<file path="config.mk">
export PLATFORM = sky130hd
export DESIGN_NAME = softmax_max_seq
export DESIGN_NICKNAME = d
export VERILOG_FILES = /design/src/rtl/softmax_max_seq.sv
export SDC_FILE = /design/constraint.sdc
export NUM_CORES = 1
export LEC_CHECK = 0
export ABC_AREA = 1
export BUFFER_PORTS_ARGS = -buffer_cell sky130_fd_sc_hd__buf_2
export CAP_MARGIN = 25
export CORE_AREA = 3 3 98 100
export CTS_CLUSTER_DIAMETER = 40
export CTS_CLUSTER_SIZE = 25
export DETAILED_ROUTE_END_ITERATION = 6
export DIE_AREA = 0 0 101 103
export MAX_ROUTING_LAYER = met4
export PLACE_DENSITY = 0.71
export REMOVE_ABC_BUFFERS = 1
export SLEW_MARGIN = 20
export SYNTH_ARGS = -nofsm -noshare
export SYNTH_HDL_FRONTEND = slang
export SYNTH_SLANG_ARGS = --single-unit
</file>
<file path="constraint.sdc">
create_clock -name clock_i -period 2.77 [get_ports clock_i]
set_input_delay 0.1385 -clock clock_i [delete_from_list [all_inputs] [get_ports clock_i]]
set_output_delay 0.1385 -clock clock_i [all_outputs]
set_load 0.02 [all_outputs]
</file>
<file path="src/rtl/softmax_max_seq.sv">
// ---------------------------------------------------------------------------
// softmax_max_seq
//
// Sequencer for the pipelined max-tree stage of the softmax datapath.
// On a start command it clears the external max tree, streams exactly len
// elements from the upstream source into the tree, waits out the tree
// latency, captures the tree's running max (Xmax) and offers it downstream.
//
// Handshakes: a transfer happens on a rising edge where valid and ready are
// both high. A producer holds valid and data stable until that edge; ready
// may be raised or lowered freely.
//
// Ports
//   clock_i, reset_i     : clock, synchronous active-high reset
//   start_i, len_i       : start command and vector length (IDLE only)
//   busy_o               : high whenever the sequencer is not IDLE
//   in_valid_i/in_data_i : upstream element stream
//   in_ready_o           : element accepted this cycle when in_valid_i=1
//   tree_clear_o         : one-cycle pulse clearing the tree's running max
//   tree_valid_o/_data_o : registered element feed into the tree
//   tree_max_i           : tree running max (TREE_LAT cycles behind the feed)
//   max_valid_o/_data_o  : Xmax result to the subtract/exp stages
//   max_ready_i          : downstream accepts Xmax
// ---------------------------------------------------------------------------
module softmax_max_seq #(
    parameter int DATA_W   = 31,
    parameter int LEN_W    = 8,
    parameter int TREE_LAT = 2
) (
    input  logic              clock_i,
    input  logic              reset_i,
    input  logic              start_i,
    input  logic [LEN_W-1:0]  len_i,
    output logic              busy_o,
    input  logic              in_valid_i,
    input  logic [DATA_W-1:0] in_data_i,
    output logic              in_ready_o,
    output logic              tree_clear_o,
    output logic              tree_valid_o,
    output logic [DATA_W-1:0] tree_data_o,
    input  logic [DATA_W-1:0] tree_max_i,
    output logic              max_valid_o,
    output logic [DATA_W-1:0] max_data_o,
    input  logic              max_ready_i
);

    // Drain counter must be able to hold the value TREE_LAT.
    localparam int DRAIN_W = $clog2(TREE_LAT + 1);

    typedef enum logic [2:0] {
        ST_IDLE  = 3'd0,
        ST_CLEAR = 3'd1,
        ST_FEED  = 3'd2,
        ST_DRAIN = 3'd3,
        ST_DONE  = 3'd4
    } state_t;

    state_t              state_q, state_d;
    logic [LEN_W-1:0]    count_q, count_d;
    logic [LEN_W-1:0]    len_q, len_d;
    logic [DRAIN_W-1:0]  drain_q, drain_d;
    logic                tree_valid_q, tree_valid_d;
    logic [DATA_W-1:0]   tree_data_q, tree_data_d;
    logic                max_valid_q, max_valid_d;
    logic [DATA_W-1:0]   max_data_q, max_data_d;

    logic accept;
    logic last_elem;
    logic drain_done;

    assign accept     = in_valid_i && in_ready_o;
    assign last_elem  = (count_q == (len_q - LEN_W'(1)));
    // DRAIN is entered the cycle the last element is on tree_valid_o; the
    // tree reflects it TREE_LAT cycles later, so sample after TREE_LAT+1
    // DRAIN cycles.
    assign drain_done = (drain_q == DRAIN_W'(TREE_LAT));

    // ---------------- state and datapath registers ----------------
    always_ff @(posedge clock_i) begin
        if (reset_i) begin
            state_q      <= ST_IDLE;
            count_q      <= '0;
            len_q        <= '0;
            drain_q      <= '0;
            tree_valid_q <= 1'b0;
            tree_data_q  <= '0;
            max_valid_q  <= 1'b0;
            max_data_q   <= '0;
        end else begin
            state_q      <= state_d;
            count_q      <= count_d;
            len_q        <= len_d;
            drain_q      <= drain_d;
            tree_valid_q <= tree_valid_d;
            tree_data_q  <= tree_data_d;
            max_valid_q  <= max_valid_d;
            max_data_q   <= max_data_d;
        end
    end

    // ---------------- next-state logic ----------------
    always_comb begin
        state_d = state_q;
        unique case (state_q)
            ST_IDLE:  if (start_i && (len_i != '0)) state_d = ST_CLEAR;
            ST_CLEAR: state_d = ST_FEED;
            ST_FEED:  if (accept && last_elem) state_d = ST_DRAIN;
            ST_DRAIN: if (drain_done) state_d = ST_DONE;
            ST_DONE:  if (max_valid_q && max_ready_i) state_d = ST_IDLE;
            default:  state_d = ST_IDLE;
        endcase
    end

    // ---------------- datapath next values ----------------
    always_comb begin
        count_d      = count_q;
        len_d        = len_q;
        drain_d      = drain_q;
        tree_valid_d = accept;
        tree_data_d  = accept ? in_data_i : tree_data_q;
        max_valid_d  = max_valid_q;
        max_data_d   = max_data_q;
        unique case (state_q)
            ST_IDLE: begin
                if (start_i && (len_i != '0)) begin
                    len_d   = len_i;
                    count_d = '0;
                end
            end
            ST_FEED: begin
                if (accept) begin
                    // Return to zero on the last element so count stays <= len-1.
                    count_d = last_elem ? '0 : count_q + LEN_W'(1);
                    if (last_elem) drain_d = '0;
                end
            end
            ST_DRAIN: begin
                if (drain_done) begin
                    drain_d     = '0;
                    max_valid_d = 1'b1;
                    max_data_d  = tree_max_i;
                end else begin
                    drain_d = drain_q + DRAIN_W'(1);
                end
            end
            ST_DONE: begin
                if (max_valid_q && max_ready_i) max_valid_d = 1'b0;
            end
            default: ;
        endcase
    end

    // ---------------- outputs ----------------
    always_comb begin
        busy_o       = (state_q != ST_IDLE);
        in_ready_o   = (state_q == ST_FEED);
        tree_clear_o = (state_q == ST_CLEAR);
        tree_valid_o = tree_valid_q;
        tree_data_o  = tree_data_q;
        max_valid_o  = max_valid_q;
        max_data_o   = max_data_q;
    end

endmodule

</file>
Yosys cells after proc, flatten, opt, wreduce, memory -nomap -nowiden
Cells that the tools add are included.
- equality and inequality tests: 12
- muxes and demuxes: 16
- reductions and logical operators: 16
- add/subtract/negate cells: 3
- operators by type and width (cell ; count):
    $mux W8 ; 3
    $pmux W8 S2 ; 1
    $pmux W3 S5 ; 1
    $mux W3 ; 4
    $reduce_and A3 Y1 ; 3
    $add A8 B1 Y8 const B ; 1
    $eq A8 B8 Y1 ; 1
    $reduce_bool A8 Y1 ; 1
    $sub A8 B1 Y8 const B ; 1
    $eq A3 B2 Y1 const B ; 2
    $mux W2 ; 3
    $ne A2 B1 Y1 const B ; 3
    $ne A2 B2 Y1 const B ; 3
    $reduce_bool A2 Y1 ; 3
    $logic_and A1 B1 Y1 ; 4
    $pmux W2 S2 ; 1
    $reduce_and A2 Y1 ; 2
    $reduce_and A4 Y1 ; 1
    $eq A3 B1 Y1 const B ; 1
    $eq A3 B3 Y1 const B ; 1
    $logic_not A3 Y1 ; 1
    $reduce_bool A3 Y1 ; 1
    $add A2 B1 Y2 const B ; 1
    $eq A2 B2 Y1 const B ; 1
    other kinds (2) ; 3
- input port bits: 75
- word-level logic and storage cells: 55
- bits in registers: 85
- output and inout bits: 67

Depth between registers and ports, before layout
Gate-level depths: netlist of the first run.
- depth after elaboration: 5
- gate-level depth with buffers: 16
- mapped depth without buffers: 16

Worst setup path after synthesis of the first run
OpenSTA, ideal clock, no wires.
- path kind: register -> register
- from: reg len_q[0]
- to: reg count_q[3]
- data arrival time: 1.499 ns
- library setup time: 0.118 ns
- stages on the path, launching flop included: 16
- period minus slack after synthesis: 1.617 ns
- required time: 2.652 ns
- slack: 1.153 ns
- path buffers: 0
- cells stage by stage: dfxtp_1 -> inv_1 -> ha_1 -> inv_1 -> nand2_1 -> nand2_1 -> nor2_2 -> nand2_1 -> nor2_1 -> nand2_1 -> nor2_2 -> nand2_1 -> nand2_1 -> nand2_1 -> nand2_2 -> nor2_1
- word-level cells in the longest chain between the ends: 5
- RTL lines (item ; RTL line ; text):
    start: declaration ; 60 ; logic [LEN_W-1:0] len_q, len_d;
    start signal: assignment ; 92 ; len_q <= len_d;
    $sub A8 B1 Y8 ; 72 ; assign last_elem = (count_q == (len_q - LEN_W'(1)));
    $eq A8 B8 Y1 ; 72 ;
    $mux W8 ; 133 ; count_d = last_elem ? '0 : count_q + LEN_W'(1);
    $mux W8 ; 131 ; if (accept) begin
    $pmux W8 S2 ; 123 ; unique case (state_q)
    end signal: assignment ; 91 ; count_q <= count_d;
    end: declaration ; 59 ; logic [LEN_W-1:0] count_q, count_d;
No other way between the ends. The select of a mux whose other input is x is not followed.
A chain may end at the register's enable or synchronous reset.

Worst setup path after layout of the first run
- from: reg state_q[1]
- to: reg count_q[3]
- word-level cells in the longest chain between the ends: 4
- elaborated cells on any way between the ends: 8
- classes of those cells: eq/ne: 3; mux: 1; reduce/logical: 4
- RTL lines (item ; RTL line ; text):
    start: declaration ; 58 ; state_t state_q, state_d;
    start signal: assignment ; 90 ; state_q <= state_d;
    $eq A3 B2 Y1 ; 123, 156 ;
    $logic_and A1 B1 Y1 ; 71 ; assign accept = in_valid_i && in_ready_o;
    $ne A2 B1 Y1 (no line) ; -- ;
    $reduce_and A3 Y1 (no line) ; -- ;
Several ways; a longest one is shown, not always the timed one.

==> impl_metrics.toml, run 1 <==
[run_status]
status = "completed"

[routing]
wl_per_cell_um = 12.60
via_per_inst = 4.852
detail-route-antenna-nets = 0
drt-total-wl_mm = 9.774
num_vias = 3765
first_pass_iters = 4
drtIter0Drc = 230
drc_errors = 0

[sta]
setup_total_negative_slack_ns = 0
max_slew.worst_pin.slew_ns = 0.5707
final-setup-viol-count = 0
period_minus_slack_ns = 1.977
skew_ns = 0.008536
max-slew-margin-rel_pct = 61.95
finalHoldViolations = 0
period_share_pct = 71.37
drv_slew = 0
fmax_mhz = 505.8
grt_setup_unrepaired = "false"
whs_ns = 0.01373

[synthesis]
synth_seq_cells = 85
synth_edf_count = 0
synth_flop_cell = "dfxtp_1"
synth_area_per_cell_um2 = 7.205
syn-cell-area_um2 = 3581
yosysTopAreaCellShare_pct = 47.52
synth_seq_area_share_pct = 47.52
synthTopCellsByArea = "dfxtp_1 48%, nor2_1 16%, o21ai_0 10%"
synth_cell_types = 33
postSynthCellCount = 497
yosys.area.top_type = "dfxtp_1"
async_flop_share_pct = 0
synth_warnings = 0

[power_and_ir_drop]
p_switching_mw = 1.393
p_leak_nw = 2.476
switching_share_pct = 38.16
seqPwrFrac_pct = 41.2
power.internal_mw = 2.257
total_power_mw = 3.650
comb_power_share_pct = 33.7
power_frac_clock_pct = 25.1
ir_drop_mv = 0.3761
p_per_area_nw_per_um2 = 746.4

[worst_setup_path]
crit_path_top_delay_cell = "dfxtp_1"
cp_cell_sequence = "inv_2 -> nor2_4 -> inv_2 -> nor2_8 -> inv_4 -> nand2_8 -> inv_6 -> nor2_4 -> xor2_1 -> nor2_1"
r2r_start = "state_q[1]$_SDFFE_PP0P_"
crit_type = "reg -> reg"
reg2reg_to = "count_q[3]$_SDFFE_PP0P_"
cp-end-kind = "flip-flop"
start_kind = "flip-flop"
worstPathRequired_ns = 3.01
slowest_delay_ns = 0.44
crit_family = "simple AND/OR/NAND/NOR gates"
rrSetupSlack_ns = 0.79
crit_buf_inv = 4
arrival_ns = 2.22
ff2ff_path_depth = 10
cp_max_fo = 33

[clock_network]
htreeDepth = 3
cts_setup_buffers = 0
cts_tree = "built"
clockBufferDepth = 2
clock_sinks = 85
cts_buffers = 9
cts_root_buffer = "clkbuf_8"
clk_latency_ns = 0.35
clk_pin_slew_ns = 0.09

[worst_hold_path]
hold_end = "tree_data_o[22]$_SDFFE_PP0P_"
worstHoldPathCells = 3
min_from = "in_data_i[22]"
hp-class = "in -> reg"

[floorplanning]
start_util_pct = 40.86
dieArea_um2 = 10400
rows = 34
top_level_ports = 142
die_y_um = 103
coreArea_um2 = 8763
die_w_um = 101

[placed_design]
place_area_um2 = 4343
io_buffers = 141
hpwlAfterDp_mm = 6.791
gp_congestion = 0.8273

[global_route]
grt_pass1_wl_mm = 15.54
antenna_found_initial = 0
grt_usage_pct = 19.14
grt_max_degree = 73
grt_pass1_vias = 3502
grt_remaining_overflow = 0

[cells_and_area]
synthToLayoutAreaGrowth_pct = 36.55
layout-drive-gt1-share_pct = 27.69
final_util_pct = 55.80
fin_area_um2 = 4890
final_common_cell = "nor2_1"
final_cell_mix = "154 x nor2_1, 141 x buf_2, 85 x dfxtp_1"
diodes = 0
nets = 740

[job]
cap_violations = 0
[state kept, by name, summed over array words and instances (netlist names)]
signal and cells:
max_valid_o 1, drain_q 2, state_q 3, tree_data_o 31, tree_valid_o 1, max_data_o 31, count_q 8, len_q 8
[layer usage]
layer | global-route usage, % | routed length, um
met1 | 22.03 | 4150
met2 | 32.05 | 4997
met3 | 3.045 | 345
met4 | 10.33 | 282
met5 | - | 0
[synthesized netlist by cell type (3+ instances only)]
cell	number
a21oi_1	19
buf_2	7
clkbuf_1	11
dfxtp_1	85
inv_1	25
inv_2	6
nand2_1	61
nand2_2	3
nand3_1	13
nor2_1	154
nor2_2	4
nor3_2	3
o21ai_0	74
xnor2_1	3
xor2_1	4
[tightest hold or removal path, cell delays in order]
cell    delay (ns)
buf_2         0.07
nor2_1        0.03
nor2_1        0.08
[how the worst max path moves through the flow]
stage / slack (ns) / depth (start not counted) / endpoint / from
6_report: 0.79 / 10 / count_q[3]$_SDFFE_PP0P_ / state_q[1]$_SDFFE_PP0P_
5_1_grt: 0.59 / 10 / count_q[3]$_SDFFE_PP0P_ / state_q[1]$_SDFFE_PP0P_
3_5_place_dp: 0.79 / 10 / count_q[3]$_SDFFE_PP0P_ / state_q[1]$_SDFFE_PP0P_
2_1_floorplan: 0.94 / 7 / max_data_o[0]$_SDFFE_PP0P_ / state_q[1]$_SDFFE_PP0P_
3_3_place_gp: 0.87 / 10 / count_q[3]$_SDFFE_PP0P_ / state_q[1]$_SDFFE_PP0P_
4_1_cts: 0.75 / 10 / count_q[3]$_SDFFE_PP0P_ / state_q[1]$_SDFFE_PP0P_
[cell type report]
| class | instances | area (um2) |
|---|---|---|
| inverters | 34 | 135.1 |
| clock buffers | 10 | 137.6 |
| clock inverters | 6 | 68.82 |
| fillers | 784 | 3874 |
| repair buffers | 177 | 1061 |
| multi-input cells | 356 | 1650 |
| well taps | 108 | 135.1 |
| flip-flops and latches | 85 | 1702 |
[what timing repair did]
action	CTS	global route
hold buffers	34	0
resized for setup	0	0
endpoints found under the setup margin	0	0
hold endpoints to repair	34	0
[power groups by stage]
stage | clock [mW] | sequential [mW] | combinational [mW]
after floorplan | 0 | 1.64 | 0.724
after global placement | 0 | 1.52 | 1.17
after detailed placement | 0 | 1.53 | 1.20
after CTS | 0.939 | 1.50 | 1.24
after global routing | 0.989 | 1.52 | 1.39
final | 0.915 | 1.51 | 1.23
[stage by stage]
stage | instances | setup WS, ns
6_report | 776 | 0.7931
5_1_grt | 776 | 0.5907
4_1_cts | 776 | 0.7529
3_5_place_dp | 726 | 0.7921
3_3_place_gp | 726 | 0.8738
2_1_floorplan | 475 | 0.9402
[cells by family after synthesis]
kind of cell	share of synthesized area, %
and+or+nand+nor	30.29
DFF	47.52
adders and majority gates	0.6987
buffers and inverters	6.394
AOI/OAI and AO/OA	13.38
xor gates and xnor gates	1.712
Note: power is estimated with default switching activity, not from simulation.
==> run 2, diff against run 1 <==
Clock period 2.77 ns to 2.03 ns, I/O delays scaled along.
==> run 2 against run 1 <==
Non-clock buffer count up 31. Die area unchanged. Power increased by 41%. Clock-buffer cell count down 1. Largest cell class unchanged. Largest power group unchanged.
==> impl_metrics.toml, run 2 (synthesis results as in run 1) <==
[worst_setup_path]
crit_type = "reg -> reg"
rrSetupSlack_ns = 0.19
crit_path_top_delay_cell = "dfxtp_1"
start_kind = "flip-flop"
worstPathRequired_ns = 2.28
cp-end-kind = "flip-flop"
cp_max_fo = 6
slowest_delay_ns = 0.35
r2r_start = "len_q[0]$_SDFFE_PP0P_"
arrival_ns = 2.09
cp_common_cell = "nand2_1"
reg2reg_to = "count_q[0]$_SDFFE_PP0P_"
cp_cell_sequence = "inv_1 -> ha_1 -> inv_1 -> nand2_1 -> nand2_1 -> nor2_2 -> nand2_1 -> nor2_1 -> nand2_1 -> nor2_2 -> nand2_1 -> nand2_1 -> nand2_1 -> nand2_4 -> a21oi_1"
ff2ff_path_depth = 15

[floorplanning]
rows = 34
die_w_um = 101
coreArea_um2 = 8763
dieArea_um2 = 10400
start_util_pct = 40.86
top_level_ports = 142
die_y_um = 103

[sta]
grt_setup_unrepaired = "false"
period_minus_slack_ns = 1.840
final.setup.worst_slack_ns = 0.1898
drv_slew = 0
fmax_mhz = 543.4
max-slew-margin-rel_pct = 61.47
whs_ns = 0.02689
skew_ns = 0.01013
period_share_pct = 90.65
final-setup-viol-count = 0
finalHoldViolations = 0
max_slew.worst_pin.slew_ns = 0.5772
setup_total_negative_slack_ns = 0

[placed_design]
io_buffers = 141
place_area_um2 = 4378
gp_congestion = 0.8735
pre_cts_ws_ns = 0.2383
hpwlAfterDp_mm = 6.752

[worst_hold_path]
min_from = "reset_i"
hold_end = "count_q[5]$_SDFFE_PP0P_"
worstHoldPathCells = 2
hp-class = "in -> reg"

[clock_network]
cts_setup_buffers = 0
htreeDepth = 3
clockBufferDepth = 2
cts_tree = "built"
cts_buffers = 9
clk_latency_ns = 0.36
clock_sinks = 85
clk_pin_slew_ns = 0.09
cts_root_buffer = "clkbuf_8"

[job]
cap_violations = 0

[routing]
first_pass_iters = 5
num_vias = 3954
wl_per_cell_um = 13.18
drt-total-wl_mm = 10.64
drc_errors = 0
detail-route-antenna-nets = 0
via_per_inst = 4.900
drtIter0Drc = 117

[cells_and_area]
final_cell_mix = "154 x nor2_1, 141 x buf_2, 85 x dfxtp_1"
ff_latch_area_um2 = 1702
nets = 771
fin_area_um2 = 5230
final_common_cell = "nor2_1"
num-fill-cells = 767
layout-drive-gt1-share_pct = 26.90
multiInputGateArea_um2 = 1655
synthToLayoutAreaGrowth_pct = 46.05
diodes = 0

[run_status]
status = "completed"

[global_route]
grt_pass1_wl_mm = 17.19
grt_pass1_vias = 3850
antenna_found_initial = 0
grt_remaining_overflow = 0
grt_usage_pct = 21.04
grt_max_degree = 71

[power_and_ir_drop]
p_leak_nw = 2.627
p_per_area_nw_per_um2 = 984.5
ir_drop_mv = 0.6559
[run 2: changes by cell type in the layout (fill, tap and decap cells not counted), moves of 2 or more]
cell	delta
buf_4	+2
clkinv_8	+2
dlygate4sd3_1	+28
inv_8	+2
[run 2: worst max-delay path by stage]
stage | start | to | slack, ns | cells past startpoint
floorplan | state_q[1]$_SDFFE_PP0P_ | max_data_o[0]$_SDFFE_PP0P_ | 0.20 | 7
global placement | len_q[0]$_SDFFE_PP0P_ | count_q[3]$_SDFFE_PP0P_ | 0.29 | 15
detailed placement | len_q[0]$_SDFFE_PP0P_ | count_q[3]$_SDFFE_PP0P_ | 0.24 | 15
CTS | len_q[0]$_SDFFE_PP0P_ | count_q[0]$_SDFFE_PP0P_ | 0.18 | 15
global route | len_q[0]$_SDFFE_PP0P_ | count_q[3]$_SDFFE_PP0P_ | 0.001 | 15
finish | len_q[0]$_SDFFE_PP0P_ | count_q[0]$_SDFFE_PP0P_ | 0.19 | 15
[run 2: routing by layer]
layer  part of all wire [%]  GRT usage (%)  routed length, um
met1                     39          22.80               4185
met2                     52          36.86               5513
met3                    5.2          4.601                548
met4                    3.7          9.611                389
met5                      0              -                  0
[run 2: stage by stage]
| stage | power, mW | instances | util [%] |
|---|---|---|---|
| after global routing | 5.476 | 807 | 59.68 |
| after detailed placement | 3.738 | 729 | 49.96 |
| after floorplan | 3.224 | 475 | - |
| final | 5.149 | 807 | 59.68 |
| after global placement | 3.707 | 729 | 49.96 |
| after CTS | 5.164 | 807 | 59.62 |
[run 2: power by group]
group	switching [mW]	total (mW)	internal [mW]
sequential	0.158	2.05	1.89
clock	0.706	1.32	0.615
combinational	1.15	1.78	0.630
[run 2: timing repair]
| item | CTS | global route |
|---|---|---|
| gates resized for setup | 0 | 2 |
| hold buffers | 62 | 0 |
| endpoints found under the hold margin | 62 | 0 |
| setup endpoints to repair | 0 | 5 |
[run 2: critical path, delay by kind of cell (launching register included)]
| family | cells | cell delay, ns |
|---|---|---|
| AOI/OAI and AO/OA | 1 | 0.05 |
| adders and majority gates | 1 | 0.31 |
| buffers and inverters | 2 | 0.14 |
| DFF | 1 | 0.35 |
| and+or+nand+nor | 11 | 0.88 |
[run 2: area by class of cell]
cell class              count  share of cell area (%)
clock buffers               9                   2.368
clock inverters             7                   1.962
inverters                  34                   2.584
multi-input cells         356                   31.65
flip-flops and latches     85                   32.54
well taps                 108                   2.584
repair buffers            208                   26.32
